File: config.mk
export PLATFORM = sky130hd
export DESIGN_NAME = cdm_share_arbiter_flat
export DESIGN_NICKNAME = d
export VERILOG_FILES = /design/src/rtl/cdm_share_arbiter_if.sv /design/src/rtl/cdm_share_arbiter.sv /design/src/flat_wrapper.sv
export SDC_FILE = /design/constraint.sdc
export NUM_CORES = 1
export LEC_CHECK = 0
export CORE_MARGIN = 4
export CORE_UTILIZATION = 37
export CTS_CLUSTER_DIAMETER = 150
export CTS_CLUSTER_SIZE = 8
export DETAILED_ROUTE_END_ITERATION = 7
export GPL_TIMING_DRIVEN = 0
export PLACE_DENSITY_LB_ADDON = 0.15
export RECOVER_POWER = 50
export SLEW_MARGIN = 20
export SYNTH_ARGS = -nofsm -noshare
export SYNTH_HDL_FRONTEND = slang
export SYNTH_SLANG_ARGS = --single-unit
File: constraint.sdc
create_clock -name clk -period 1.94 [get_ports clk]
set_clock_uncertainty 0.1 [all_clocks]
set_input_delay 0.388 -clock clk [delete_from_list [all_inputs] [get_ports clk]]
set_output_delay 0.388 -clock clk [all_outputs]
set_load 0.02 [all_outputs]
File: src/rtl/cdm_share_arbiter_if.sv
// Bundle between the issuing units, the shared-multiplier controller and the multiplier datapath.
// slave = controller side, master = environment (requesters, multiplier, response consumer).
interface cdm_share_arbiter_if #(
  parameter int WIDTH = 8
);
  logic                   req0_valid;
  logic                   req0_ready;
  logic [WIDTH-1:0]       req0_a;
  logic [WIDTH-1:0]       req0_b;
  logic                   req1_valid;
  logic                   req1_ready;
  logic [WIDTH-1:0]       req1_a;
  logic [WIDTH-1:0]       req1_b;
  logic [WIDTH-1:0]       mul_a;
  logic [WIDTH-1:0]       mul_b;
  logic [2*WIDTH-1:0]     mul_r;
  logic                   rsp_valid;
  logic                   rsp_ready;
  logic [2*WIDTH-1:0]     rsp_r;
  logic                   rsp_id;
  logic                   busy;
  logic [15:0]            ops_done;

  modport slave (
    input  req0_valid, req0_a, req0_b, req1_valid, req1_a, req1_b, mul_r, rsp_ready,
    output req0_ready, req1_ready, mul_a, mul_b, rsp_valid, rsp_r, rsp_id, busy, ops_done
  );

  modport master (
    output req0_valid, req0_a, req0_b, req1_valid, req1_a, req1_b, mul_r, rsp_ready,
    input  req0_ready, req1_ready, mul_a, mul_b, rsp_valid, rsp_r, rsp_id, busy, ops_done
  );
endinterface

File: src/rtl/cdm_share_arbiter.sv
// Round-robin time-share of one combinational multiplier; response CALC_CYCLES edges after accept.
// rsp_ready low parks the block in RESP and both requesters see ready=0 until the handshake.
module cdm_share_arbiter #(
  parameter int WIDTH       = 8,
  parameter int CALC_CYCLES = 1
) (
  input  logic               clk,
  input  logic               rst,
  cdm_share_arbiter_if.slave bus
);

  typedef enum logic [1:0] {
    IDLE = 2'd0,
    CALC = 2'd1,
    RESP = 2'd2
  } state_t;

  state_t               state;
  state_t               state_nxt;
  logic                 last_grant;
  logic [3:0]           cnt;
  logic [WIDTH-1:0]     a_q;
  logic [WIDTH-1:0]     b_q;
  logic [2*WIDTH-1:0]   r_q;
  logic                 id_q;
  logic [15:0]          ops_q;
  logic                 grant_vld;
  logic                 grant;
  logic                 accept;
  logic                 rsp_fire;

  // Ties go to whichever requester was not served last.
  always_comb begin
    grant_vld = bus.req0_valid | bus.req1_valid;
    grant     = 1'b0;
    if (bus.req0_valid && bus.req1_valid) begin
      grant = ~last_grant;
    end else if (bus.req1_valid) begin
      grant = 1'b1;
    end
  end

  always_comb begin
    state_nxt      = state;
    accept         = 1'b0;
    rsp_fire       = 1'b0;
    bus.req0_ready = 1'b0;
    bus.req1_ready = 1'b0;
    unique case (state)
      IDLE: begin
        if (grant_vld) begin
          accept         = 1'b1;
          bus.req0_ready = ~grant;
          bus.req1_ready = grant;
          state_nxt      = CALC;
        end
      end
      CALC: begin
        if (cnt == 4'd0) begin
          state_nxt = RESP;
        end
      end
      RESP: begin
        if (bus.rsp_ready) begin
          rsp_fire  = 1'b1;
          state_nxt = IDLE;
        end
      end
      default: state_nxt = IDLE;
    endcase
  end

  always_ff @(posedge clk) begin
    if (rst) begin
      state      <= IDLE;
      a_q        <= '0;
      b_q        <= '0;
      r_q        <= '0;
      id_q       <= 1'b0;
      ops_q      <= '0;
      last_grant <= 1'b1;
      cnt        <= '0;
    end else begin
      state <= state_nxt;
      if (accept) begin
        a_q        <= grant ? bus.req1_a : bus.req0_a;
        b_q        <= grant ? bus.req1_b : bus.req0_b;
        id_q       <= grant;
        last_grant <= grant;
        cnt        <= 4'(CALC_CYCLES - 1);
      end
      // Operands are held for the whole CALC window; the product is sampled on its last edge.
      if (state == CALC) begin
        if (cnt != 4'd0) begin
          cnt <= cnt - 4'd1;
        end else begin
          r_q <= bus.mul_r;
        end
      end
      if (rsp_fire) begin
        ops_q <= ops_q + 16'd1;
      end
    end
  end

  assign bus.mul_a     = a_q;
  assign bus.mul_b     = b_q;
  assign bus.rsp_valid = (state == RESP);
  assign bus.rsp_r     = r_q;
  assign bus.rsp_id    = id_q;
  assign bus.busy      = (state != IDLE);
  assign bus.ops_done  = ops_q;

endmodule

File: src/flat_wrapper.sv
// flat-port wrapper written by rule: the top's interface ports become plain ports
module cdm_share_arbiter_flat 
#(
  parameter int WIDTH       = 8,
  parameter int CALC_CYCLES = 1
)
  (clk, rst, bus_req0_valid, bus_req0_a, bus_req0_b, bus_req1_valid, bus_req1_a, bus_req1_b, bus_mul_r, bus_rsp_ready, bus_req0_ready, bus_req1_ready, bus_mul_a, bus_mul_b, bus_rsp_valid, bus_rsp_r, bus_rsp_id, bus_busy, bus_ops_done);
  cdm_share_arbiter_if #(.WIDTH(WIDTH)) bus_i ();
  input  logic clk;
  input  logic rst;
  input wire logic [$bits(bus_i.req0_valid)-1:0] bus_req0_valid;
  input wire logic [$bits(bus_i.req0_a)-1:0] bus_req0_a;
  input wire logic [$bits(bus_i.req0_b)-1:0] bus_req0_b;
  input wire logic [$bits(bus_i.req1_valid)-1:0] bus_req1_valid;
  input wire logic [$bits(bus_i.req1_a)-1:0] bus_req1_a;
  input wire logic [$bits(bus_i.req1_b)-1:0] bus_req1_b;
  input wire logic [$bits(bus_i.mul_r)-1:0] bus_mul_r;
  input wire logic [$bits(bus_i.rsp_ready)-1:0] bus_rsp_ready;
  output wire logic [$bits(bus_i.req0_ready)-1:0] bus_req0_ready;
  output wire logic [$bits(bus_i.req1_ready)-1:0] bus_req1_ready;
  output wire logic [$bits(bus_i.mul_a)-1:0] bus_mul_a;
  output wire logic [$bits(bus_i.mul_b)-1:0] bus_mul_b;
  output wire logic [$bits(bus_i.rsp_valid)-1:0] bus_rsp_valid;
  output wire logic [$bits(bus_i.rsp_r)-1:0] bus_rsp_r;
  output wire logic [$bits(bus_i.rsp_id)-1:0] bus_rsp_id;
  output wire logic [$bits(bus_i.busy)-1:0] bus_busy;
  output wire logic [$bits(bus_i.ops_done)-1:0] bus_ops_done;
  assign bus_i.req0_valid = bus_req0_valid;
  assign bus_i.req0_a = bus_req0_a;
  assign bus_i.req0_b = bus_req0_b;
  assign bus_i.req1_valid = bus_req1_valid;
  assign bus_i.req1_a = bus_req1_a;
  assign bus_i.req1_b = bus_req1_b;
  assign bus_i.mul_r = bus_mul_r;
  assign bus_i.rsp_ready = bus_rsp_ready;
  assign bus_req0_ready = bus_i.req0_ready;
  assign bus_req1_ready = bus_i.req1_ready;
  assign bus_mul_a = bus_i.mul_a;
  assign bus_mul_b = bus_i.mul_b;
  assign bus_rsp_valid = bus_i.rsp_valid;
  assign bus_rsp_r = bus_i.rsp_r;
  assign bus_rsp_id = bus_i.rsp_id;
  assign bus_busy = bus_i.busy;
  assign bus_ops_done = bus_i.ops_done;
  cdm_share_arbiter #(.WIDTH(WIDTH), .CALC_CYCLES(CALC_CYCLES)) u_core (.clk(clk), .rst(rst), .bus(bus_i));
endmodule
==> flow_summary.yaml <==
global_routing:
  track_usage_pct: 16.66
  gr-usage-met1_pct: 19.22
  gr-usage-met2_pct: 28.88
  grt_pass1_wl_mm: 9.811
  grt-busiest-layer: "met2"
  grt_max_degree: 18
  antenna_found_initial: 0
  grt_pass1_vias: 2206
  grt_overflow_total: 0
  met3_usage_pct: 4.419
setup_path:
  r2r_start: "u_core.state[0]"
  r2r_cells: 5
  reg2reg_slack_ns: 0.08
  start_kind: "register"
  setup.worst_path.class: "register to register"
  worst-path-max-fanout: 7
  cp-end-kind: "register"
  crit_arrival_ns: 2.00
  cp-startpoint: "u_core.state[0]"
  required_ns: 2.08
  reg2reg_to: "u_core.bus.ops_done[12]"
  cp-endpoint: "u_core.bus.ops_done[12]"
sta:
  worstMarginPinSlew_ns: 0.5332
  drv_slew: 0
  fin_crit_sh_pct: 95.72
  setup_viol: 0
  fmax_mhz: 538.5
  relSlewSlack_pct: 63.89
  finalHoldViolations: 0
  setup_tns_ns: 0
  min_period_ns: 1.857
drt:
  drt_iter0_drc: 146
  wl_per_cell_um: 13.91
  num_vias: 2268
  drtPass1Iterations: 4
  wl_mm: 6.216
  ant_nets: 0
  drc: 0
  vias_per_cell: 5.074
floorplanning:
  die_area_um2: 7369
  die_y_um: 85.85
  fp-row-count: 28
  core-area_um2: 5886
  die_w_um: 85.85
  io_pins: 106
  initial_utilization_pct: 38.10
placed_design:
  dp_hpwl_mm: 4.588
  place_area_um2: 3396
  port-buffer-count: 105
  place_congestion: 0.7263
cts:
  clk_pin_slew_ns: 0.10
  cts.sinks: 56
  cts_hold_buf: 0
  cts_tree: "built"
  ctsRootBufferMaster: "clkbuf_8"
  htreeDepth: 2
  numCtsBuffers: 5
  clk_latency_ns: 0.31
  clock_path_buffers: 2
yosys:
  synth_flop_cell: "dfxtp_1"
  synth_edf_count: 0
  synthCells: 258
  synth_warnings: 0
  ys_seq_area_share_pct: 50.00
  synth-async-reset-ratio_pct: 0
  synthTopCellsByArea: "dfxtp_1, a222oi_1, nand2_1, a21oi_1, nor2_1"
  yosysMostFrequentCell: "dfxtp_1"
  syn_area_per_cell_um2: 8.691
  synthTopCellsByCount: "dfxtp_1, nand2_1, nor2_1, a21oi_1, a222oi_1"
  syn_nets: 313
  yosysUniqueCellTypes: 36
  syn_area_um2: 2242
  synth.ff_latch_count: 56
  synth_top_area_share_pct: 50.00
  yosys.area.top_type: "dfxtp_1"
outcome:
  status: "finished, final reports clean"
power:
  irDropWorstVdd_mv: 0.4111
  p_per_area_nw_per_um2: 735.0
  p_leak_uw: 0.001360
flow_run:
  max-cap-violations: 0
cells_and_area:
  drive_gt1_share_pct: 12.63
  num_antenna_cells: 0
  synthToLayoutAreaGrowth_pct: 61.33
  nets: 426
  stdcell_area_um2: 3617
worst_hold_path:
  worstHoldPathType: "register to register"
final cells by class:
| type | count | area (µm²) |
|---|---|---|
| Inverter | 9 | 33.78 |
| Clock inverter | 3 | 42.54 |
| Tap cell | 75 | 93.84 |
| Clock buffer | 5 | 68.82 |
| Fill cell | 503 | 2268 |
| Sequential cell | 56 | 1144 |
| Multi-Input combinational cell | 176 | 1087 |
| Buffer | 14 | 77.57 |
| Timing Repair Buffer | 109 | 1070 |
per-layer routing:
metal | vias up | wire length [µm]
met1 | 1052 | 2605
met4 | 0 | 122
met3 | 10 | 358
li1 | 1139 | -
met5 | - | 0
met2 | 67 | 3130
layout by cell type (no fill, tap or decap), types with 3 or more instances in the layout:
cell type | netlist | layout
inv_1 | 9 | 9
nand3_1 | 8 | 8
nand2_1 | 39 | 39
or3_1 | 5 | 4
a21oi_1 | 26 | 26
nor2_1 | 31 | 30
dfxtp_4 | 0 | 4
mux2_2 | 3 | 3
clkdlybuf4s50_1 | 0 | 97
clkbuf_1 | 13 | 7
o21ai_0 | 4 | 4
a222oi_1 | 16 | 16
xor2_1 | 5 | 5
clkbuf_8 | 0 | 7
nor2b_1 | 4 | 4
nand4_1 | 3 | 3
dfxtp_2 | 0 | 6
buf_2 | 2 | 4
buf_4 | 0 | 4
dfxtp_1 | 56 | 46
nand2b_1 | 3 | 3
metrics by stage:
step	total power, µW	hold WS, ns	utilization, %	setup WS, ns	instances
3_5_place_dp	1904	0.3476	57.70	-1.093	438
2_1_floorplan	1585	0.3500	-	0.07625	258
3_3_place_gp	1898	0.3406	57.70	-1.087	438
6_report	2659	0.3564	61.46	0.08303	447
4_1_cts	2684	0.3615	60.31	0.00008282	445
5_1_grt	2790	0.3910	61.46	-0.02752	447
kinds of logic (layout without fill, tap and decap cells):
| kind of cell | Yosys count | count (layout) | share of synthesized area, % |
|---|---|---|---|
| AND/OR/NAND/NOR | 111 | 111 | 24.00 |
| flip-flops | 56 | 56 | 50.00 |
| AO/OA/AOI/OAI | 53 | 53 | 16.18 |
| buffers and inverters | 26 | 140 | 4.464 |
| XOR/XNOR | 7 | 7 | 2.734 |
| multiplexers | 3 | 3 | 1.507 |
| adder cells (fa/ha/maj) | 2 | 2 | 1.116 |
power breakdown:
group / switching [µW] / leakage, µW / internal (µW)
Sequential: 46.6 / 0.000463 / 1220
Combinational: 308 / 0.000843 / 330
Clock: 371 / 0.0000541 / 382
what timing repair did:
item / in CTS / in global routing
setup buffers: 2 / 2
pin swaps: 3 / 2
resized for setup: 29 / 22
cloned: 0 / 0
setup endpoints to repair: 31 / 24
worst max-delay path: stages, from the launching register on:
cell      delay [ns]
dfxtp_4         0.38
nand4b_4        0.22
or4_1           0.48
buf_2           0.16
or3_1           0.31
a21oi_1         0.14
how the worst min path moves through the flow:
stage,from,depth (start not counted),slack (ns),end
2_1_floorplan,u_core.last_grant,1,0.35,u_core.last_grant
3_3_place_gp,u_core.bus.rsp_r[12],2,0.34,u_core.bus.rsp_r[12]
3_5_place_dp,u_core.bus.rsp_r[2],2,0.35,u_core.bus.rsp_r[2]
4_1_cts,u_core.bus.rsp_r[2],2,0.36,u_core.bus.rsp_r[2]
5_1_grt,u_core.bus.rsp_r[12],2,0.39,u_core.bus.rsp_r[12]
6_report,u_core.bus.rsp_r[2],2,0.36,u_core.bus.rsp_r[2]
state kept, by name, summed over array words and instances (netlist names):
signal,flops
u_core.bus.mul_a,8
u_core.bus.mul_b,8
u_core.bus.ops_done,16
u_core.bus.rsp_id,1
u_core.bus.rsp_r,16
u_core.cnt,4
u_core.last_grant,1
u_core.state,2
No activity file was read; power rests on OpenSTA's default activity.
